--- config.mk ---
export PLATFORM = sky130hd
export DESIGN_NAME = clock_set_ctrl
export DESIGN_NICKNAME = d
export VERILOG_FILES = /design/src/rtl/clock_set_ctrl.sv
export SDC_FILE = /design/constraint.sdc
export NUM_CORES = 1
export LEC_CHECK = 0
export CAP_MARGIN = 20
export CORE_MARGIN = 8
export CORE_UTILIZATION = 49
export DETAILED_ROUTE_END_ITERATION = 6
export PLACE_DENSITY = 0.75
export SLEW_MARGIN = 20
export SYNTH_ARGS = -nofsm -noshare
export SYNTH_HDL_FRONTEND = slang
export SYNTH_SLANG_ARGS = --single-unit
--- constraint.sdc ---
create_clock -name clk_i -period 1.85 [get_ports clk_i]
set_clock_uncertainty 0.1 [all_clocks]
set_input_delay 0.185 -clock clk_i [delete_from_list [all_inputs] [get_ports clk_i]]
set_output_delay 0.185 -clock clk_i [all_outputs]
set_load 0.02 [all_outputs]
--- src/rtl/clock_set_ctrl.sv ---
// Time-set controller for the seconds clock.
// Sequences run, digit edit and commit of the BCD seconds counters.
module clock_set_ctrl #(
    parameter int BLINK_DIV   = 25000000,
    parameter int SYNC_STAGES = 2
) (
    input  logic       clk_i,
    input  logic       rst_i,
    input  logic       mode_i,
    input  logic       inc_i,
    input  logic       load_i,
    input  logic [3:0] sw_i,
    input  logic [3:0] cur_unit_i,
    input  logic [3:0] cur_decimal_i,
    output logic       run_en_o,
    output logic       load_o,
    output logic [3:0] load_unit_o,
    output logic [3:0] load_decimal_o,
    output logic       blank_unit_o,
    output logic       blank_decimal_o,
    output logic [1:0] state_o
);

    typedef enum logic [1:0] {
        RUN      = 2'b00,
        SET_UNIT = 2'b01,
        SET_DEC  = 2'b10,
        COMMIT   = 2'b11
    } state_t;

    localparam int CW = $clog2(BLINK_DIV);

    logic [SYNC_STAGES-1:0] mode_sync, inc_sync, load_sync;
    logic                   mode_prev, inc_prev, load_prev;
    logic                   mode_press, inc_press, load_press;

    state_t          state_q, state_n;
    logic [3:0]      unit_q, unit_n;
    logic [3:0]      dec_q, dec_n;
    logic [CW-1:0]   cnt_q, cnt_n;
    logic            phase_q, phase_n;
    logic            edit_n;

    assign mode_press = mode_sync[SYNC_STAGES-1] & ~mode_prev;
    assign inc_press  = inc_sync[SYNC_STAGES-1] & ~inc_prev;
    assign load_press = load_sync[SYNC_STAGES-1] & ~load_prev;

    assign load_unit_o    = unit_q;
    assign load_decimal_o = dec_q;

    // Button synchronizers and rising-edge history.
    always_ff @(posedge clk_i) begin
        if (!rst_i) begin
            mode_sync <= '0;
            inc_sync  <= '0;
            load_sync <= '0;
            mode_prev <= 1'b0;
            inc_prev  <= 1'b0;
            load_prev <= 1'b0;
        end else begin
            mode_sync <= {mode_sync[SYNC_STAGES-2:0], mode_i};
            inc_sync  <= {inc_sync[SYNC_STAGES-2:0], inc_i};
            load_sync <= {load_sync[SYNC_STAGES-2:0], load_i};
            mode_prev <= mode_sync[SYNC_STAGES-1];
            inc_prev  <= inc_sync[SYNC_STAGES-1];
            load_prev <= load_sync[SYNC_STAGES-1];
        end
    end

    // State, edit values and blink timer registers.
    always_ff @(posedge clk_i) begin
        if (!rst_i) begin
            state_q <= RUN;
            unit_q  <= '0;
            dec_q   <= '0;
            cnt_q   <= '0;
            phase_q <= 1'b0;
        end else begin
            state_q <= state_n;
            unit_q  <= unit_n;
            dec_q   <= dec_n;
            cnt_q   <= cnt_n;
            phase_q <= phase_n;
        end
    end

    // Next state, edit updates (mode beats load beats inc) and blink timer.
    always_comb begin
        state_n = state_q;
        unit_n  = unit_q;
        dec_n   = dec_q;
        cnt_n   = cnt_q;
        phase_n = phase_q;
        unique case (state_q)
            RUN: begin
                if (mode_press) begin
                    unit_n  = (cur_unit_i > 4'd9) ? 4'd9 : cur_unit_i;
                    dec_n   = (cur_decimal_i > 4'd5) ? 4'd5 : cur_decimal_i;
                    state_n = SET_UNIT;
                end
            end
            SET_UNIT: begin
                if (mode_press) begin
                    state_n = SET_DEC;
                end else if (load_press) begin
                    if (sw_i <= 4'd9) unit_n = sw_i;
                end else if (inc_press) begin
                    unit_n = (unit_q == 4'd9) ? 4'd0 : unit_q + 4'd1;
                end
            end
            SET_DEC: begin
                if (mode_press) begin
                    state_n = COMMIT;
                end else if (load_press) begin
                    if (sw_i <= 4'd5) dec_n = sw_i;
                end else if (inc_press) begin
                    dec_n = (dec_q == 4'd5) ? 4'd0 : dec_q + 4'd1;
                end
            end
            COMMIT: begin
                state_n = RUN;
            end
        endcase
        edit_n = (state_n == SET_UNIT) || (state_n == SET_DEC);
        if (edit_n && (state_n != state_q || inc_press || load_press)) begin
            cnt_n   = '0;
            phase_n = 1'b0;
        end else if (cnt_q == CW'(BLINK_DIV - 1)) begin
            cnt_n   = '0;
            phase_n = ~phase_q;
        end else begin
            cnt_n = cnt_q + CW'(1);
        end
    end

    // Registered outputs follow the next state so they line up with it.
    always_ff @(posedge clk_i) begin
        if (!rst_i) begin
            run_en_o        <= 1'b0;
            load_o          <= 1'b0;
            blank_unit_o    <= 1'b0;
            blank_decimal_o <= 1'b0;
            state_o         <= 2'b00;
        end else begin
            run_en_o        <= (state_n == RUN);
            load_o          <= (state_n == COMMIT);
            blank_unit_o    <= (state_n == SET_UNIT) && phase_n;
            blank_decimal_o <= (state_n == SET_DEC) && phase_n;
            state_o         <= state_n;
        end
    end

endmodule

==> results of run 1 <==
==> sequential cells by signal, indices dropped and copies added, names as in the netlist, 2 cells and up <==
name / count
cnt_q: 25
load_decimal_o: 4
load_unit_o: 4
inc_sync: 2
load_sync: 2
mode_sync: 2
state_o: 2
==> report_power, final <==
part,internal [uW],switching [uW],total (uW)
clock,439,352,791
combinational,127,119,246
sequential,1080,24.0,1100
total,1650,494,2140
==> worst max path at each step <==
| stage | depth (start not counted) | endpoint |
|---|---|---|
| final | 9 | blank_unit_o$_SDFF_PN0_ |
| after floorplan | 10 | cnt_q[10]$_SDFF_PP0_ |
| after CTS | 9 | cnt_q[2]$_SDFF_PP0_ |
| after detailed placement | 9 | cnt_q[22]$_SDFF_PP0_ |
| after global placement | 9 | cnt_q[23]$_SDFF_PP0_ |
| after global routing | 9 | blank_decimal_o$_SDFF_PN0_ |
==> timing repair <==
item                                    in CTS  in global routing
pin swaps                                    2                  3
buffers inserted                             0                  1
gates resized for setup                      0                  7
endpoints found under the setup margin       7                 26
cloned                                       0                  1
==> metal layers <==
| layer | track usage, % | share of wire [%] | vias to the layer above |
|---|---|---|---|
| met1 | 17.2 | 48 | 905 |
| met2 | 22.0 | 45 | 44 |
| met5 | 0 | 0 | - |
| met3 | 3.76 | 5.6 | 6 |
| li1 | - | - | 989 |
| met4 | 4.37 | 1.2 | 0 |
==> layout by cell type (no fill, tap or decap), drive strengths merged, types with 6 or more instances in the layout <==
cell type and count:
xnor2 9, buf 16, nand2b 7, inv 12, and3 6, clkbuf 6, xor2 15, o21ai 8
nand3 12, dfxtp 49, a21oi 13, and2 14, nor2 40, nand2 12, nand4 8, clkdlybuf4s50 30
==> critical path: stages, from the launching register on <==
cell and delay (ns):
dfxtp_1 0.34, nand2b_1 0.22, nand2_4 0.11, o21ai_2 0.08
ha_4 0.27, inv_2 0.04, o21ai_4 0.19, buf_6 0.13
a21oi_4 0.03, and2_1 0.15
==> metrics by stage <==
stage	setup slack, ns	utilization, %	instances
2_1_floorplan	0.0134	-	258
3_3_place_gp	0.0618	60.7	352
3_5_place_dp	0.000114	60.7	352
4_1_cts	-0.0109	63.3	360
5_1_grt	-0.00477	64.1	361
6_report	0.0874	64.1	361
==> cell families after synthesis <==
group	count (synthesis)	synth area share, %
AO/OA/AOI/OAI	42	14.7
adder cells (fa/ha/maj)	5	2.67
buffers and inverters	18	3.74
multiplexers	4	1.71
AND/OR/NAND/NOR	116	26.3
XOR/XNOR	24	8.97
flip-flops	49	41.9
==> cell type report <==
class	instances	area (sq um)	share of cell area (%)
Timing Repair Buffer	46	424	14.2
Clock buffer	6	82.6	2.76
Sequential cell	49	986	33.0
Inverter	12	45.0	1.51
Tap cell	54	67.6	2.26
Multi-Input combinational cell	192	1350	45.0
Clock inverter	2	37.5	1.26
==> flow_metrics.py, run 1 <==
metrics = {
    "status": {
        "status": "completed",
    },
    "synth": {
        "synthCells": 258,
        "synthFlopType": "dfxtp_1",
        "synth.avg_cell_area_sq_um": 9.08,
        "yosysMostFrequentCell": "dfxtp_1",
        "yosysTopAreaCellShare_pct": 41.9,
        "synth_top_cell_by_area": "dfxtp_1",
        "synth_commonest_cells": "49 x dfxtp_1, 38 x nor2_1, 15 x xor2_1",
        "synthTopCellsByArea": "dfxtp_1 42%, nor2_1 6.1%, xor2_1 5.6%",
        "yosysWarnings": 0,
        "synth_seq_cells": 49,
        "synth.yosys.seq_area_share_pct": 41.9,
        "synth_edf_count": 0,
        "yosys.cell_types.count": 52,
        "async_flop_share_pct": 0,
        "synth_nets": 280,
        "syn-cell-area_sq_mm": 0.00234,
    },
    "drt": {
        "routed_via_density": 5.39,
        "vias": 1944,
        "wl_per_cell_um": 13.8,
        "dr.pass1.iters": 4,
        "wirelength_um": 4990,
        "drt_iter0_markers": 107,
        "drc": 0,
        "ant_nets": 0,
    },
    "critical_path": {
        "end_kind": "flip-flop",
        "critPathKind": "flip-flop to flip-flop",
        "r2r-end": "blank_unit_o$_SDFF_PN0_",
        "r2r_start": "mode_prev$_SDFF_PN0_",
        "worstSetupStartpoint": "mode_prev$_SDFF_PN0_",
        "worst_ep_required_time_ns": 1.95,
        "timing.critical_path.fanout_max": 3,
        "cp-start-kind": "flip-flop",
        "arrival_ns": 1.86,
        "r2r_cells": 9,
        "rrSetupSlack_ns": 0.09,
    },
    "grt": {
        "antenna_found_initial": 0,
        "track_usage_pct": 13.7,
        "grt_max_degree": 25,
        "gr-total-overflow": 0,
        "grt_pass1_wl_um": 8250,
        "grt_pass1_vias": 1831,
    },
    "power": {
        "vdd_ir_drop_max_v": 0.000889,
        "p_leak_uw": 0.00112,
        "power_uw": 2140,
        "power_density_mw_per_mm2": 716,
    },
    "sta": {
        "period_share_pct": 95.3,
        "setup_tns_ns": 0,
        "slew_headroom_pct": 71.0,
        "worstMarginPinSlew_ns": 0.424,
        "drv_slew": 0,
        "whs_ns": 0.338,
        "fmax_mhz": 567,
        "fin_crit_ns": 1.76,
        "finalSetupViolCount": 0,
        "hold_viol": 0,
    },
    "die": {
        "pin_count": 31,
        "start_util_pct": 50.3,
        "num_rows": 25,
        "die_area_sq_mm": 0.00725,
        "fp.dieH_um": 85.2,
        "core_region_area_sq_mm": 0.00466,
        "die_width_um": 85.2,
    },
    "clock_network": {
        "cts_tree": "built",
        "cts_root_buffer": "clkbuf_8",
        "numCtsBuffers": 5,
        "htree_num_levels": 2,
        "clk_pin_slew_ns": 0.09,
        "cts.sinks": 49,
        "cts_buffer_depth": 2,
        "hold_buffers": 0,
        "clk_latency_ns": 0.30,
    },
    "placed_design": {
        "numPortBuffers": 30,
        "post-dp-hpwl_um": 3590,
        "placed_area_sq_mm": 0.00283,
        "gp_congestion": 0.774,
    },
    "finish": {
        "diodes": 0,
        "final_nets": 328,
        "drive_gt1_share_pct": 16.9,
        "area_growth_pct": 27.5,
        "stdcell_area_sq_mm": 0.00299,
        "num-fill-cells": 384,
    },
    "min_path": {
        "hold_path_class": "flip-flop to flip-flop",
        "hold_depth": 1,
        "worstHoldEndpoint": "load_sync[1]$_SDFF_PN0_",
        "hp-start": "load_sync[0]$_SDFF_PN0_",
    },
    "flow_run": {
        "cap_violations": 0,
    },
}
Note: power is estimated with default switching activity, not from simulation.
==> run 2, diff against run 1 <==
--- a/config.mk
+++ b/config.mk
@@ -6,8 +6,10 @@
 export NUM_CORES = 1
 export LEC_CHECK = 0
+export ABC_AREA = 1
 export CAP_MARGIN = 20
 export CORE_MARGIN = 8
-export CORE_UTILIZATION = 49
+export CORE_UTILIZATION = 50
 export DETAILED_ROUTE_END_ITERATION = 6
+export HOLD_SLACK_MARGIN = 0.1
 export PLACE_DENSITY = 0.75
 export SLEW_MARGIN = 20
--- a/constraint.sdc
+++ b/constraint.sdc
@@ -3,3 +3,3 @@
 set_input_delay 0.185 -clock clk_i [delete_from_list [all_inputs] [get_ports clk_i]]
 set_output_delay 0.185 -clock clk_i [all_outputs]
-set_load 0.02 [all_outputs]
+set_load 0.005 [all_outputs]
==> run 2 against run 1 <==
Compared with the run above: global-route usage up 3.5 points; synthesized area increased by 14%; sequential cell count unchanged; clock power hardly changed; non-clock buffer count is 3 higher; hold slack lost 0.034 ns.
==> flow_metrics.py, run 2 <==
metrics = {
    "status": {
        "status": "completed",
    },
    "sta": {
        "drv_slew": 0,
        "slew_headroom_pct": 81.0,
        "fmax_mhz": 547,
        "finalSetupViolCount": 0,
        "period_share_pct": 98.8,
        "layout_setup_ws_ns": 0.0222,
        "fin_crit_ns": 1.83,
        "worstMarginPinSlew_ns": 0.283,
        "whs_ns": 0.304,
        "hold_viol": 0,
    },
    "placed_design": {
        "post-dp-hpwl_um": 4890,
        "dp_worst_setup_slack_ns": -0.0491,
        "numPortBuffers": 30,
        "gp_congestion": 0.910,
        "dpl.cell_count": 542,
    },
    "die": {
        "die_area_sq_mm": 0.00796,
        "fp.dieH_um": 89.2,
        "start_util_pct": 52.2,
        "pin_count": 31,
        "core_region_area_sq_mm": 0.00514,
        "num_rows": 26,
        "die_width_um": 89.2,
    },
    "drt": {
        "ant_nets": 0,
        "dr.pass1.iters": 4,
        "vias": 2789,
        "wl_per_cell_um": 12.5,
        "wirelength_um": 6970,
        "routed_via_density": 5.00,
        "drt_iter0_markers": 176,
        "drc": 0,
    },
    "synth": {
        "synth_seq_cells": 49,
        "yosysWarnings": 0,
        "synth_top_cell_by_area": "dfxtp_1",
        "async_flop_share_pct": 0,
        "synth_edf_count": 0,
        "synth_commonest_cells": "157 x nand2_1, 75 x nor2_1, 57 x inv_1",
        "syn-cell-area_sq_mm": 0.00268,
        "synth_nets": 454,
        "synthTopCellsByArea": "dfxtp_1 37%, nand2_1 22%, nor2_1 10%",
        "yosys.cell_types.count": 25,
        "synthFlopType": "dfxtp_1",
        "synth.yosys.seq_area_share_pct": 36.6,
        "yosysMostFrequentCell": "nand2_1",
        "synth.avg_cell_area_sq_um": 6.21,
        "yosysTopAreaCellShare_pct": 36.6,
        "synthCells": 432,
    },
    "power": {
        "vdd_ir_drop_max_v": 0.000425,
        "p_leak_uw": 0.00144,
        "power_density_mw_per_mm2": 630,
    },
    "finish": {
        "layout_commonest_cell": "nand2_1",
        "drive_gt1_share_pct": 15.6,
        "num-fill-cells": 459,
        "largest_reg_flops": 25,
        "area_growth_pct": 30.5,
        "diodes": 0,
        "final_cell_mix": "155 x nand2_1, 66 x nor2_1, 54 x inv_1",
        "fin_cells": 558,
        "final_util_pct": 68.1,
        "final_nets": 509,
        "regMostFlops": "cnt_q",
    },
    "critical_path": {
        "crit_chain": "inv_4, nor2_4, inv_2, nor2_2, nor2_2, inv_2, ha_4, inv_1, nor2_2, nor2_4, buf_12, nand2_4, nor3_2",
        "worst_ep_required_time_ns": 1.96,
        "critPathKind": "flip-flop to flip-flop",
        "cp_num_buf_inv": 5,
        "cp-start-kind": "flip-flop",
        "end_kind": "flip-flop",
        "slowest_stage": "dfxtp_4",
        "slowest_delay_ns": 0.37,
        "critPathTopFamily": "simple AND/OR/NAND/NOR gates",
        "arrival_ns": 1.94,
        "critPathMostFrequentCell": "nor2_2",
        "timing.critical_path.fanout_max": 6,
    },
    "grt": {
        "grt_pass1_vias": 2507,
        "grt_max_degree": 25,
        "antenna_found_initial": 0,
        "gr-total-overflow": 0,
        "track_usage_pct": 17.2,
        "grt_pass1_wl_um": 11000,
    },
    "clock_network": {
        "clk_pin_slew_ns": 0.10,
        "cts_buffer_depth": 2,
        "hold_buffers": 0,
        "numCtsBuffers": 5,
        "cts_tree": "built",
        "htree_num_levels": 2,
        "clk_latency_ns": 0.31,
        "cts.sinks": 49,
        "cts_root_buffer": "clkbuf_8",
    },
    "flow_run": {
        "cap_violations": 0,
    },
    "min_path": {
        "hold_path_class": "primary input to flip-flop",
    },
}
run 2: cell count changes in the layout (fill, tap and decap cells not counted), sizes merged, moves of 12 or more:
cell   before  now
a21oi      13   25
and2       14    0
inv        12   59
nand2      12  165
nor2       40   81
xor2       15    3
run 2: per-layer routing:
metal	vias up	global-route usage [%]	part of all wire [%]	routed length (um)
met5	-	0	0	0
met4	0	4.53	1.0	70
met2	82	27.7	46	3230
met3	9	4.23	6.9	482
met1	1268	22.3	46	3190
li1	1430	-	-	-
run 2: cell type report:
class	count	area, sq um	area share [%]
flip-flops and latches	49	986	28.2
repair buffers	49	468	13.4
clock buffers	5	68.8	1.97
well taps	70	87.6	2.50
inverters	59	224	6.40
multi-input cells	323	1620	46.2
clock inverters	3	46.3	1.32
run 2: power by group:
part           switching, uW  internal, uW
Clock                    388           405
Combinational            158           143
Sequential              26.8          1080
Total                    573          1630
run 2: worst paths after layout:
check | from | to | slack (ns) | cells past startpoint
hold reg to reg | mode_sync[0]$_SDFF_PN0_ | mode_sync[1]$_SDFF_PN0_ | 0.32 | 2
hold / removal | mode_i | mode_sync[0]$_SDFF_PN0_ | 0.30 | 3
setup reg to reg | state_o[0]$_SDFF_PN0_ | cnt_q[9]$_SDFF_PP0_ | 0.02 | 13
setup / recovery | state_o[0]$_SDFF_PN0_ | cnt_q[9]$_SDFF_PP0_ | 0.02 | 13
run 2: what timing repair did:
action | 4_1_cts | 5_1_grt
pin swaps | 0 | 5
buffers inserted | 0 | 5
endpoints found under the setup margin | 24 | 28
gates cloned | 0 | 3
resized for setup | 2 | 36
run 2: logic make-up (layout without fill, tap and decap cells):
family                     after synthesis  in the layout  synth area share, %
DFF                                     49             49                 36.6
and+or+nand+nor                        278            281                 44.0
xor gates and xnor gates                 5              5                 1.63
AOI/OAI and AO/OA                       32             32                 5.97
adders and majority gates                5              5                 2.33
buffers and inverters                   63            116                 9.52
run 2: worst min-delay path, cell delays in order:
cell and delay, ns:
clkdlybuf4s50_1 0.39, nand2_1 0.06, inv_1 0.03
run 2: stage by stage:
stage / area [sq um] / setup TNS (ns) / total power, uW
detailed placement: 3140 / -0.644 / 1390
floorplan: 2690 / 0 / 1280
global route: 3500 / -0.984 / 2320
finish: 3500 / 0 / 2200
global placement: 3140 / 0 / 1380
CTS: 3270 / 0 / 2180
